## config.mk

```make
export PLATFORM = sky130hd
export DESIGN_NAME = radio_start_regen_flat
export DESIGN_NICKNAME = d
export VERILOG_FILES = /design/src/rtl/radio_start_pkg.sv /design/src/rtl/radio_start_regen_if.sv /design/src/rtl/pulse_stretcher.sv /design/src/rtl/radio_start_regen.sv /design/src/flat_wrapper.sv
export SDC_FILE = /design/constraint.sdc
export NUM_CORES = 1
export LEC_CHECK = 0
export ABC_AREA = 0
export ABC_CLOCK_PERIOD_IN_PS = 5500
export CORE_MARGIN = 3
export CORE_UTILIZATION = 45
export DETAILED_ROUTE_END_ITERATION = 12
export HOLD_SLACK_MARGIN = 0.15
export PLACE_DENSITY = 0.75
export SYNTH_ARGS = -nofsm -noshare
export SYNTH_HDL_FRONTEND = slang
export SYNTH_SLANG_ARGS = --single-unit
export TNS_END_PERCENT = 50
```

## constraint.sdc

```tcl
create_clock -name s_axis_aclk -period 5.5 [get_ports s_axis_aclk]
set_input_delay 1.1 -clock s_axis_aclk [delete_from_list [all_inputs] [get_ports s_axis_aclk]]
set_output_delay 1.1 -clock s_axis_aclk [all_outputs]
set_load 0.1 [all_outputs]
```

## src/rtl/radio_start_pkg.sv

```systemverilog
// Shared types and helpers for the radio-start regenerator.
package radio_start_pkg;

    localparam logic [1:0] StateUnlocked = 2'd0;
    localparam logic [1:0] StateAcquire  = 2'd1;
    localparam logic [1:0] StateLocked   = 2'd2;
    localparam logic [1:0] StateHoldover = 2'd3;

    typedef enum logic [1:0] {
        StUnlocked = StateUnlocked,
        StAcquire  = StateAcquire,
        StLocked   = StateLocked,
        StHoldover = StateHoldover
    } rs_state_e;

    // Period counter must reach N+T, where it saturates while unlocked.
    function automatic int unsigned cnt_width(input int unsigned n, input int unsigned t);
        return (n + t + 1 > 2) ? $clog2(n + t + 1) : 1;
    endfunction

endpackage

```

## src/rtl/radio_start_regen_if.sv

```systemverilog
// Tick input and regenerated pulse/status outputs of the radio-start regenerator.
interface radio_start_regen_if;

    logic       radio_start_10ms;
    logic       radio_start_10ms_stretch;
    logic       radio_start_10ms_regen;
    logic       locked;
    logic       holdover;
    logic [1:0] state;
    logic       phase_err;
    logic [7:0] err_cnt;

    modport master (
        output radio_start_10ms,
        input  radio_start_10ms_stretch,
        input  radio_start_10ms_regen,
        input  locked,
        input  holdover,
        input  state,
        input  phase_err,
        input  err_cnt
    );

    modport slave (
        input  radio_start_10ms,
        output radio_start_10ms_stretch,
        output radio_start_10ms_regen,
        output locked,
        output holdover,
        output state,
        output phase_err,
        output err_cnt
    );

endinterface

```

## src/rtl/pulse_stretcher.sv

```systemverilog
// Restartable stretcher: a trigger raises the output the next cycle for Length cycles.
module pulse_stretcher #(
    parameter int unsigned Length = 1
) (
    input  logic clk_i,
    input  logic rst_ni,
    input  logic trigger_i,
    output logic pulse_o
);

    localparam int unsigned W = (Length > 1) ? $clog2(Length) : 1;

    logic [W-1:0] cnt_q, cnt_d;
    logic         pulse_q, pulse_d;

    // cnt holds the remaining high cycles after the current one.
    always_comb begin
        cnt_d   = cnt_q;
        pulse_d = pulse_q;
        if (trigger_i) begin
            cnt_d   = W'(Length - 1);
            pulse_d = 1'b1;
        end else if (cnt_q != '0) begin
            cnt_d = cnt_q - W'(1);
        end else begin
            pulse_d = 1'b0;
        end
    end

    always_ff @(posedge clk_i or negedge rst_ni) begin
        if (!rst_ni) begin
            cnt_q   <= '0;
            pulse_q <= 1'b0;
        end else begin
            cnt_q   <= cnt_d;
            pulse_q <= pulse_d;
        end
    end

    assign pulse_o = pulse_q;

endmodule

```

## src/rtl/radio_start_regen.sv

```systemverilog
// Qualifies the raw 10 ms tick, locks to its grid, free-wheels through short gaps
// and drives the regenerated single-cycle and stretched radio-start lines.
module radio_start_regen
    import radio_start_pkg::*;
#(
    parameter int unsigned ClocksFor10ms = 4000000,
    parameter int unsigned TolCycles     = 64,
    parameter int unsigned StretchCycles = 6400,
    parameter int unsigned LockCount     = 3,
    parameter int unsigned HoldoverMax   = 8
) (
    input logic          s_axis_aclk,
    input logic          s_axis_aresetn,
    radio_start_regen_if.slave rs_bus
);

    localparam int unsigned CntW  = cnt_width(ClocksFor10ms, TolCycles);
    localparam int unsigned GoodW = (LockCount > 1) ? $clog2(LockCount + 1) : 1;
    localparam int unsigned HoW   = (HoldoverMax > 1) ? $clog2(HoldoverMax + 1) : 1;

    localparam logic [CntW-1:0] WinLo    = CntW'(ClocksFor10ms - 1 - TolCycles);
    localparam logic [CntW-1:0] WinHi    = CntW'(ClocksFor10ms - 1 + TolCycles);
    localparam logic [CntW-1:0] CntMax   = CntW'(ClocksFor10ms + TolCycles);
    localparam logic [CntW-1:0] CntSynth = CntW'(TolCycles);

    rs_state_e       state_q, state_d;
    logic [CntW-1:0] cnt_q, cnt_d;
    logic [GoodW-1:0] good_q, good_d;
    logic [HoW-1:0]  ho_q, ho_d;
    logic [7:0]      err_q, err_d;
    logic            regen_q, perr_q;

    logic tick, in_win, deadline, boundary, synth, perr;

    assign tick     = rs_bus.radio_start_10ms;
    assign in_win   = (cnt_q >= WinLo) && (cnt_q <= WinHi);
    assign deadline = (cnt_q == WinHi) && !tick;

    always_comb begin
        state_d  = state_q;
        good_d   = good_q;
        ho_d     = ho_q;
        boundary = 1'b0;
        synth    = 1'b0;
        perr     = 1'b0;
        unique case (state_q)
            StUnlocked: begin
                if (tick) begin
                    boundary = 1'b1;
                    good_d   = '0;
                    state_d  = StAcquire;
                end
            end
            StAcquire: begin
                if (tick) begin
                    boundary = 1'b1;
                    if (in_win) begin
                        good_d = good_q + GoodW'(1);
                        if (good_q == GoodW'(LockCount - 1)) begin
                            state_d = StLocked;
                        end
                    end else begin
                        perr   = 1'b1;
                        good_d = '0;
                    end
                end else if (deadline) begin
                    state_d = StUnlocked;
                end
            end
            StLocked: begin
                if (tick) begin
                    boundary = 1'b1;
                    if (!in_win) begin
                        perr    = 1'b1;
                        good_d  = '0;
                        state_d = StAcquire;
                    end
                end else if (deadline) begin
                    boundary = 1'b1;
                    synth    = 1'b1;
                    ho_d     = HoW'(1);
                    state_d  = StHoldover;
                end
            end
            StHoldover: begin
                if (tick) begin
                    boundary = 1'b1;
                    ho_d     = '0;
                    if (in_win) begin
                        state_d = StLocked;
                    end else begin
                        perr    = 1'b1;
                        good_d  = '0;
                        state_d = StAcquire;
                    end
                end else if (deadline) begin
                    if (ho_q < HoW'(HoldoverMax)) begin
                        boundary = 1'b1;
                        synth    = 1'b1;
                        ho_d     = ho_q + HoW'(1);
                    end else begin
                        ho_d    = '0;
                        state_d = StUnlocked;
                    end
                end
            end
            default: state_d = StUnlocked;
        endcase
    end

    // Synthetic boundaries restart at T so the free-wheeling grid stays on nominal.
    always_comb begin
        if (synth) begin
            cnt_d = CntSynth;
        end else if (boundary) begin
            cnt_d = '0;
        end else if (state_q == StUnlocked && cnt_q == CntMax) begin
            cnt_d = cnt_q;
        end else begin
            cnt_d = cnt_q + CntW'(1);
        end
    end

    always_comb begin
        err_d = err_q;
        if (perr && err_q != 8'hFF) begin
            err_d = err_q + 8'd1;
        end
    end

    always_ff @(posedge s_axis_aclk or negedge s_axis_aresetn) begin
        if (!s_axis_aresetn) begin
            state_q <= StUnlocked;
            cnt_q   <= '0;
            good_q  <= '0;
            ho_q    <= '0;
            err_q   <= '0;
            regen_q <= 1'b0;
            perr_q  <= 1'b0;
        end else begin
            state_q <= state_d;
            cnt_q   <= cnt_d;
            good_q  <= good_d;
            ho_q    <= ho_d;
            err_q   <= err_d;
            regen_q <= boundary;
            perr_q  <= perr;
        end
    end

    pulse_stretcher #(
        .Length (StretchCycles)
    ) u_stretch (
        .clk_i     (s_axis_aclk),
        .rst_ni    (s_axis_aresetn),
        .trigger_i (boundary),
        .pulse_o   (rs_bus.radio_start_10ms_stretch)
    );

    assign rs_bus.radio_start_10ms_regen = regen_q;
    assign rs_bus.locked                 = (state_q == StLocked);
    assign rs_bus.holdover               = (state_q == StHoldover);
    assign rs_bus.state                  = state_q;
    assign rs_bus.phase_err              = perr_q;
    assign rs_bus.err_cnt                = err_q;

endmodule

```

## src/flat_wrapper.sv

```systemverilog
// flat-port wrapper written by rule: the top's interface ports become plain ports
module radio_start_regen_flat import radio_start_pkg::*;
#(
    parameter int unsigned ClocksFor10ms = 4000000,
    parameter int unsigned TolCycles     = 64,
    parameter int unsigned StretchCycles = 6400,
    parameter int unsigned LockCount     = 3,
    parameter int unsigned HoldoverMax   = 8
)
  (s_axis_aclk, s_axis_aresetn, rs_bus_radio_start_10ms, rs_bus_radio_start_10ms_stretch, rs_bus_radio_start_10ms_regen, rs_bus_locked, rs_bus_holdover, rs_bus_state, rs_bus_phase_err, rs_bus_err_cnt);
  radio_start_regen_if rs_bus_i ();
  input logic s_axis_aclk;
  input logic s_axis_aresetn;
  input wire logic [$bits(rs_bus_i.radio_start_10ms)-1:0] rs_bus_radio_start_10ms;
  output wire logic [$bits(rs_bus_i.radio_start_10ms_stretch)-1:0] rs_bus_radio_start_10ms_stretch;
  output wire logic [$bits(rs_bus_i.radio_start_10ms_regen)-1:0] rs_bus_radio_start_10ms_regen;
  output wire logic [$bits(rs_bus_i.locked)-1:0] rs_bus_locked;
  output wire logic [$bits(rs_bus_i.holdover)-1:0] rs_bus_holdover;
  output wire logic [$bits(rs_bus_i.state)-1:0] rs_bus_state;
  output wire logic [$bits(rs_bus_i.phase_err)-1:0] rs_bus_phase_err;
  output wire logic [$bits(rs_bus_i.err_cnt)-1:0] rs_bus_err_cnt;
  assign rs_bus_i.radio_start_10ms = rs_bus_radio_start_10ms;
  assign rs_bus_radio_start_10ms_stretch = rs_bus_i.radio_start_10ms_stretch;
  assign rs_bus_radio_start_10ms_regen = rs_bus_i.radio_start_10ms_regen;
  assign rs_bus_locked = rs_bus_i.locked;
  assign rs_bus_holdover = rs_bus_i.holdover;
  assign rs_bus_state = rs_bus_i.state;
  assign rs_bus_phase_err = rs_bus_i.phase_err;
  assign rs_bus_err_cnt = rs_bus_i.err_cnt;
  radio_start_regen #(.ClocksFor10ms(ClocksFor10ms), .TolCycles(TolCycles), .StretchCycles(StretchCycles), .LockCount(LockCount), .HoldoverMax(HoldoverMax)) u_core (.s_axis_aclk(s_axis_aclk), .s_axis_aresetn(s_axis_aresetn), .rs_bus(rs_bus_i));
endmodule
```

## Yosys cells after proc, flatten, opt, wreduce, memory -nomap -nowiden

Index checks and enable logic that the tools add are counted.

| cells by class | value |
|---|---|
| reductions and logical operators | 15 |
| bitwise gates (word level) | 0 |
| add/subtract/negate cells | 5 |
| shifts and indexed selects | 0 |
| mux-type cells | 45 |
| $mul | 0 |
| $lt $le $gt $ge | 3 |
| equality and inequality tests | 22 |
| div/mod/pow operators | 0 |

Operators with widths:

| kind | count |
|---|---|
| $mux W22 | 3 |
| $eq A22 B22 Y1 const B | 2 |
| $mux W2 | 17 |
| $mux W13 | 2 |
| $add A22 B1 Y22 const B | 1 |
| $ge A22 B22 Y1 const B | 1 |
| $le A22 B22 Y1 const B | 1 |
| $mux W4 | 5 |
| $ne A3 B2 Y1 const B | 5 |
| $mux W1 | 13 |
| $reduce_bool A13 Y1 | 1 |
| $sub A13 B1 Y13 const B | 1 |
| $add A8 B1 Y8 const B | 1 |
| $ne A2 B2 Y1 const B | 4 |
| $ne A8 B8 Y1 const B | 1 |
| $pmux W2 S4 | 1 |
| $pmux W4 S2 | 1 |
| $reduce_and A4 Y1 | 2 |
| $reduce_and A8 Y1 | 1 |
| $eq A2 B2 Y1 const B | 3 |
| $ne A2 B1 Y1 const B | 3 |
| $ne A3 B3 Y1 const B | 2 |
| $pmux W2 S3 | 1 |
| $add A4 B1 Y4 const B | 1 |
| 12 further kinds | 17 |

| word-level totals | value |
|---|---|
| bits in registers | 54 |
| output and inout port bits | 15 |
| bits in read-only memories | 0 |
| bits of input ports | 3 |
| logic and storage cells | 99 |
| memories kept | 0 |
| memory bits (writable) | 0 |
| bits in latches | 0 |

## Depth between registers and ports, before layout

Gate-level depths: netlist of run 1.

| depth | value |
|---|---|
| depth in word-level cells | 7 |
| mapped depth | 8 |
| mapped depth without buffers | 7 |

## Cells and area by module

A second synthesis of run 1 with hierarchy kept.

| second synthesis, totals | value |
|---|---|
| cells, all modules | 306 |
| area total of the unflattened synthesis | 2940.3 µm² |

By module, submodules not included:

| module | area an instance (µm²) | seq. area each (µm²) | times used | cells each |
|---|---|---|---|---|
| radio_start_regen | 2175.8 | 1001.0 | 1 | 235 |
| pulse_stretcher | 764.5 | 350.3 | 1 | 71 |

## Worst setup path after synthesis of run 1

No wires, ideal clock.

| path | value |
|---|---|
| path type | flip-flop to output port |
| start point | register u_core.state_q[1] (netlist: u_core.rs_bus.state[1]) |
| end point | output port rs_bus_locked |
| path slack | 1.753 ns |
| stages on the path, launching flop included | 3 |
| arrival | 2.647 ns |
| path buffers | 1 |
| data required time | 4.400 ns |
| cell sequence | dfrtp_1 -> clkbuf_1 -> nor2b_1 |

| on the way | value |
|---|---|
| word-level cells in the longest chain between the ends | 1 |

RTL lines:

| element | RTL line | source |
|---|---|---|
| start, declared | radio_start_regen.sv:26 | `rs_state_e state_q, state_d;` |
| start signal, assigned | radio_start_regen.sv:133 | `state_q <= StUnlocked;` |
| start signal, assigned | radio_start_regen.sv:141 | `state_q <= state_d;` |
| $eq A2 B2 Y1 | radio_start_regen.sv:161 | `assign rs_bus.locked = (state_q == StLocked);` |
| end, declared | flat_wrapper.sv:17 | `output wire logic [$bits(rs_bus_i.locked)-1:0] rs_bus_locked;` |

No other way between the ends.

## Final worst setup path of run 1

Ends and elaborated chain as after synthesis.

==> flow_summary.toml, run 1 <==
[layout]
fin_cells = 387
layout.nets = 320
syn2layout_area_growth_pct = 12.8
drive_gt1_share_pct = 5.77
n_antenna_cell = 0

[synth]
synth_cells = 297
avgSynthCellArea_um2 = 9.62
yosysMostFrequentCell = "dfrtp_1"
synth_edf_count = 0
synth_top_area_share_pct = 47.3
synth_area_leaders = "dfrtp_1, xor2_1, nor2_1, xnor2_1, nand3_1"
yosysSeqAreaShare_pct = 47.3
synth_common_cells = "dfrtp_1, nor2_1, nand2_1"
async_flop_share_pct = 100
synth_top_area_cell = "dfrtp_1"
synth_ff_type = "dfrtp_1"
synth-seq-cells = 54
synth_nets = 306
yosys_warnings = 0
synth_cell_type_count = 48
synth_area_um2 = 2860

[hold_path]
holdCritStartpoint = "u_core.u_stretch.cnt_q[12]$_DFFE_PN0P_"
holdCritPathClass = "flop to flop"
hold_depth = 2

[routing]
firstDrtPassIters = 4
drtAntennaViolNets = 0
routed_wl_um = 5470
drt_iter0_markers = 158
drc = 0
num_vias = 2141
wl_per_cell_um = 14.1
drt-vias-per-instance = 5.53

[timing]
rsz0062_at_grt = "false"
finalHoldViolCount = 0
relSlewSlack_pct = 34.3
drv_slew = 0
setup_viol = 0
setup_tns_ps = 0
worst_slack_ps = 2180
worstMarginPinSlew_ps = 981
period_share_pct = 60.4
fin_worst_skew_ps = 9.72
max_freq_mhz = 301
final.min_clock_period_ps = 3320

[setup_path]
cp-end-kind = "output pin"
critPathLaunchType = "flop"
worstSetupStartpoint = "u_core.rs_bus.state[1]$_DFFE_PN0P_"
cp.arrival_ps = 2220
required_ps = 4400
criticalPathCategory = "flop to output pin"
r2r_start = "u_core.cnt_q[10]$_DFFE_PN0P_"
rr_worst_depth = 5
crit_fanout = 15

[clock_tree]
postCtsSetupBuffers = 0
cts_buffers = 5
clockRootBuffer = "clkbuf_8"
cts_buffer_depth = 2
h-tree-depth = 2
postCtsHoldBufs = 0
cts.sinks = 54
cts_tree = "built"
cts_resized = 0
clk_latency_ps = 300
clk_pin_slew_worst_paths_ps = 90

[grt]
grt.busiest_layer = "met2"
use_met2_pct = 26.6
grt_use_met3_pct = 2.98
grtUsageTotal_pct = 16.2
grt_max_degree = 55
first_global_vias = 2150
grt-ovfl-total = 0
use_met1_pct = 22.5
grt_first_pass_wirelength_um = 9800
grt_antenna_before_repair = 0

[floorplan]
dieWidth_um = 85.7
io_pins = 18
core-area_um2 = 6030
start_util_pct = 47.4
die_y_um = 85.7
rows = 28
dieArea_um2 = 7340

[power_and_ir_drop]
leakage_nw = 1.31
finalPower_w = 0.00110
max-vdd-ir-drop_mv = 0.254
p_per_area_nw_per_um2 = 343

[placed_design]
place_congestion = 0.804
dp_slack_ps = 1900
post-place-cells = 379
dp_hpwl_um = 3670
io_buffers = 17

[outcome]
status = "finished, final reports clean"

[flow_run]
drv_cap = 0
[cell type report]
| type | count | area [um2] |
|---|---|---|
| clock buffer | 6 | 82.6 |
| clock inverter | 2 | 60.1 |
| fill | 546 | 2800 |
| inverter | 16 | 60.1 |
| multi-input combinational | 216 | 1400 |
| sequential | 54 | 1350 |
| tap | 75 | 93.8 |
| timing repair buffer | 18 | 173 |
[cells by family after synthesis]
family / Yosys count / synth area share (%)
AND/OR/NAND/NOR: 142 / 26.9
flip-flops: 54 / 47.3
XOR/XNOR: 36 / 11.0
AO/OA/AOI/OAI: 31 / 7.93
buffers and inverters: 27 / 3.64
adder cells (fa/ha/maj): 6 / 2.63
multiplexers: 1 / 0.525
[placed cells by master (no fill, tap or decap), types with 2 or more instances in the layout]
cell             instances
a31oi_1                  2
and2_1                   5
nor3_1                   4
clkdlybuf4s50_1         16
or4_1                    2
nand3b_1                 3
ha_1                     6
xor2_1                  21
dfrtp_1                 54
nor4_1                   4
nand4_1                 10
xnor2_1                 15
o21ai_0                  6
bufinv_16                2
a211oi_1                 2
and3_1                   9
nand3_1                 22
inv_1                   16
nand4b_1                 3
clkbuf_8                 6
nor2b_1                  4
and4_1                   3
nand2_1                 25
a32o_1                   2
o211ai_1                 4
a21oi_1                  5
nand2b_1                 2
nor3b_1                  2
nor2_1                  35
[worst max-delay path: stages, from the launching register on]
cell and delay, ps:
dfrtp_1 610, nor2b_1 180, clkdlybuf4s50_1 1140
[sequential cells by signal, indices dropped and copies added, names as in the netlist]
name                                  count
u_core.cnt_q                             22
u_core.u_stretch.cnt_q                   13
u_core.rs_bus.err_cnt                     8
u_core.ho_q                               4
u_core.good_q                             2
u_core.rs_bus.state                       2
u_core.rs_bus.phase_err                   1
u_core.rs_bus.radio_start_10ms_regen      1
u_core.u_stretch.pulse_o                  1
[metrics by stage]
| step | hold slack, ps | cell area, um2 | utilization [%] |
|---|---|---|---|
| 5_1_grt | 514 | 3220 | 53.5 |
| 3_5_place_dp | 464 | 3080 | 51.1 |
| 4_1_cts | 487 | 3220 | 53.5 |
| 2_1_floorplan | 439 | 2860 | - |
| 3_3_place_gp | 468 | 3080 | 51.1 |
| 6_report | 483 | 3220 | 53.5 |
[layer usage]
metal  vias up  part of all wire, %
met1      1046                   48
met5         -                    0
met2        31                   48
met3         2                  2.8
li1       1062                    -
met4         0                 0.73
[path summary, 6_finish.rpt]
path / endpoint / slack (ps)
hold reg to reg: u_core.u_stretch.cnt_q[12]$_DFFE_PN0P_ / 480
setup reg to reg: u_core.cnt_q[12]$_DFFE_PN0P_ / 2330
setup / recovery: rs_bus_locked / 2180
max in group asynchronous: u_core.cnt_q[3]$_DFFE_PN0P_ / 4140
hold / removal: u_core.u_stretch.cnt_q[12]$_DFFE_PN0P_ / 480
min in group asynchronous: u_core.u_stretch.cnt_q[12]$_DFFE_PN0P_ / 930
[power by group]
group / internal, W / switching [W] / total (W)
Combinational: 0.0000825 / 0.000242 / 0.000324
Sequential: 0.000425 / 0.0000376 / 0.000463
Clock: 0.000194 / 0.000123 / 0.000317
Power figures use the tool's default switching activity.
==> inputs of run 2 (changes only) <==
--- a/config.mk
+++ b/config.mk
@@ -6,12 +6,12 @@
 export NUM_CORES = 1
 export LEC_CHECK = 0
 export ABC_AREA = 0
-export ABC_CLOCK_PERIOD_IN_PS = 5500
+export ABC_CLOCK_PERIOD_IN_PS = 2700
 export CORE_MARGIN = 3
 export CORE_UTILIZATION = 45
 export DETAILED_ROUTE_END_ITERATION = 12
 export HOLD_SLACK_MARGIN = 0.15
-export PLACE_DENSITY = 0.75
+export PLACE_DENSITY = 0.78
 export SYNTH_ARGS = -nofsm -noshare
 export SYNTH_HDL_FRONTEND = slang
 export SYNTH_SLANG_ARGS = --single-unit
==> constraint.sdc (replaced) <==
create_clock -name s_axis_aclk -period 2.7 [get_ports s_axis_aclk]
set_input_delay 0.54 -clock s_axis_aclk [delete_from_list [all_inputs] [get_ports s_axis_aclk]]
set_output_delay 0.54 -clock s_axis_aclk [all_outputs]
set_load 0.1 [all_outputs]
==> run 2 against run 1 <==
  * Wire length is 0.18% lower
  * Worst hold slack worse by 270 ps
  * First-iteration DRC count is 11% lower
  * Critical endpoint is now u_core.u_stretch.cnt_q[5]$_DFFE_PN0P_
==> flow_summary.toml, run 2 (synthesis results as in run 1) <==
[outcome]
status = "finished, final reports clean"

[power_and_ir_drop]
leakage_nw = 1.34
p_per_area_nw_per_um2 = 642
max-vdd-ir-drop_mv = 0.637

[setup_path]
critical_path.top_delay_family = "simple AND/OR/NAND/NOR gates"
cpMaxStageDelayCell = "or4b_2"
crit_fanout = 14
cp-end-kind = "flop"
cp.arrival_ps = 2660
criticalPathCategory = "flop to flop"
critPathLaunchType = "flop"
cp.buffers_inverters = 1
cp_cell_sequence = "inv_1 > ha_1 > or4b_2 > or3_1 > nand4b_1 > xor2_1 > nand2_1"
r2r_start = "u_core.u_stretch.cnt_q[0]$_DFFE_PN0P_"
r2r_slack_ps = 250
worstSetupStartpoint = "u_core.u_stretch.cnt_q[0]$_DFFE_PN0P_"
required_ps = 2910
cp_slowest_stage_delay_ps = 600
rr_worst_depth = 7
critical_path_depth = 7

[layout]
largest-register = "u_core.cnt_q"
layout.nets = 325
final_cell_mix = "dfrtp_1, nor2_1, nand2_1, nand3_1, xor2_1"
n_antenna_cell = 0
largest_reg_flops = 22
final_common_cell = "dfrtp_1"
nFillCells = 557
drive_gt1_share_pct = 12.3
syn2layout_area_growth_pct = 11.5

[timing]
worstMarginPinSlew_ps = 894
rsz0062_at_grt = "false"
setup_viol = 0
setup_tns_ps = 0
finalHoldViolCount = 0
drv_slew = 0
relSlewSlack_pct = 39.9
fin_worst_skew_ps = 9.29
max_freq_mhz = 409
period_share_pct = 90.6
worst_slack_ps = 253
final.min_clock_period_ps = 2450

[placed_design]
io_buffers = 17
place_congestion = 0.776
dp_hpwl_um = 3830
dp_slack_ps = 276

[clock_tree]
clockRootBuffer = "clkbuf_8"
cts_tree = "built"
h-tree-depth = 2
cts_buffer_depth = 2
cts.sinks = 54
cts_buffers = 5
cts_resized = 0
postCtsHoldBufs = 0
clk_pin_slew_worst_paths_ps = 100
postCtsSetupBuffers = 0
clk_latency_ps = 320

[hold_path]
holdCritPathClass = "input pin to async pin"

[grt]
grt-ovfl-total = 0
grt_first_pass_wirelength_um = 9760
grt_max_degree = 30
grt_antenna_before_repair = 0
grtUsageTotal_pct = 16.3
first_global_vias = 2169

[floorplan]
dieArea_um2 = 7340
dieWidth_um = 85.7
rows = 28
io_pins = 18
start_util_pct = 47.4
die_y_um = 85.7
core-area_um2 = 6030

[routing]
top_layer = "met4"
drc = 0
wl_met2_um = 2630
firstDrtPassIters = 4
drt_iter0_markers = 140
num_vias = 2179
wl_per_cell_um = 13.9
drtAntennaViolNets = 0
wl_met1_um = 2580
routed-wl-met3_um = 171
routed_wl_um = 5460
drt-vias-per-instance = 5.56

[flow_run]
drv_cap = 0
[run 2: changes by cell type in the layout (fill, tap and decap cells not counted), sizes merged]
cell	before	now
buf	2	22
bufinv	2	0
clkbuf	6	5
clkdlybuf4s50	16	1
clkinv	0	2
clkinvlp	0	1
[run 2: stage by stage]
stage	total power (W)	utilization [%]	area, um2	hold WS (ps)	std cells
finish	0.00204	52.8	3180	210	392
global route	0.00214	52.8	3180	244	392
CTS	0.00207	52.8	3180	228	392
detailed placement	0.00162	51.3	3090	471	384
global placement	0.00160	51.3	3090	472	384
floorplan	0.00145	-	2860	244	297
[run 2: path summary, 6_finish.rpt]
kind	endpoint
setup / recovery	u_core.u_stretch.cnt_q[5]$_DFFE_PN0P_
hold / removal	u_core.u_stretch.cnt_q[5]$_DFFE_PN0P_
setup reg to reg	u_core.u_stretch.cnt_q[5]$_DFFE_PN0P_
hold reg to reg	u_core.u_stretch.pulse_o$_DFFE_PN0P_
max in group asynchronous	u_core.good_q[1]$_DFFE_PN0P_
min in group s_axis_aclk	u_core.u_stretch.pulse_o$_DFFE_PN0P_
[run 2: layer usage]
metal | GRT usage [%] | vias up
met5 | 0 | -
met4 | 4.32 | 0
met3 | 4.03 | 7
met2 | 26.6 | 32
li1 | - | 1076
met1 | 21.6 | 1064
[run 2: cell type report]
cell class / instances / area [um2] / share of cell area [%]
clock buffers: 5 / 68.8 / 2.16
clock inverters: 3 / 21.3 / 0.668
multi-input cells: 216 / 1400 / 44.1
repair buffers: 23 / 185 / 5.82
inverters: 16 / 60.1 / 1.89
flip-flops and latches: 54 / 1350 / 42.4
well taps: 75 / 93.8 / 2.95
[run 2: where the power goes]
part	total, W	switching (W)	internal (W)
logic	0.000649	0.000494	0.000155
clock network	0.000450	0.000267	0.000183
registers	0.000946	0.0000798	0.000866
total	0.00204	0.000841	0.00120
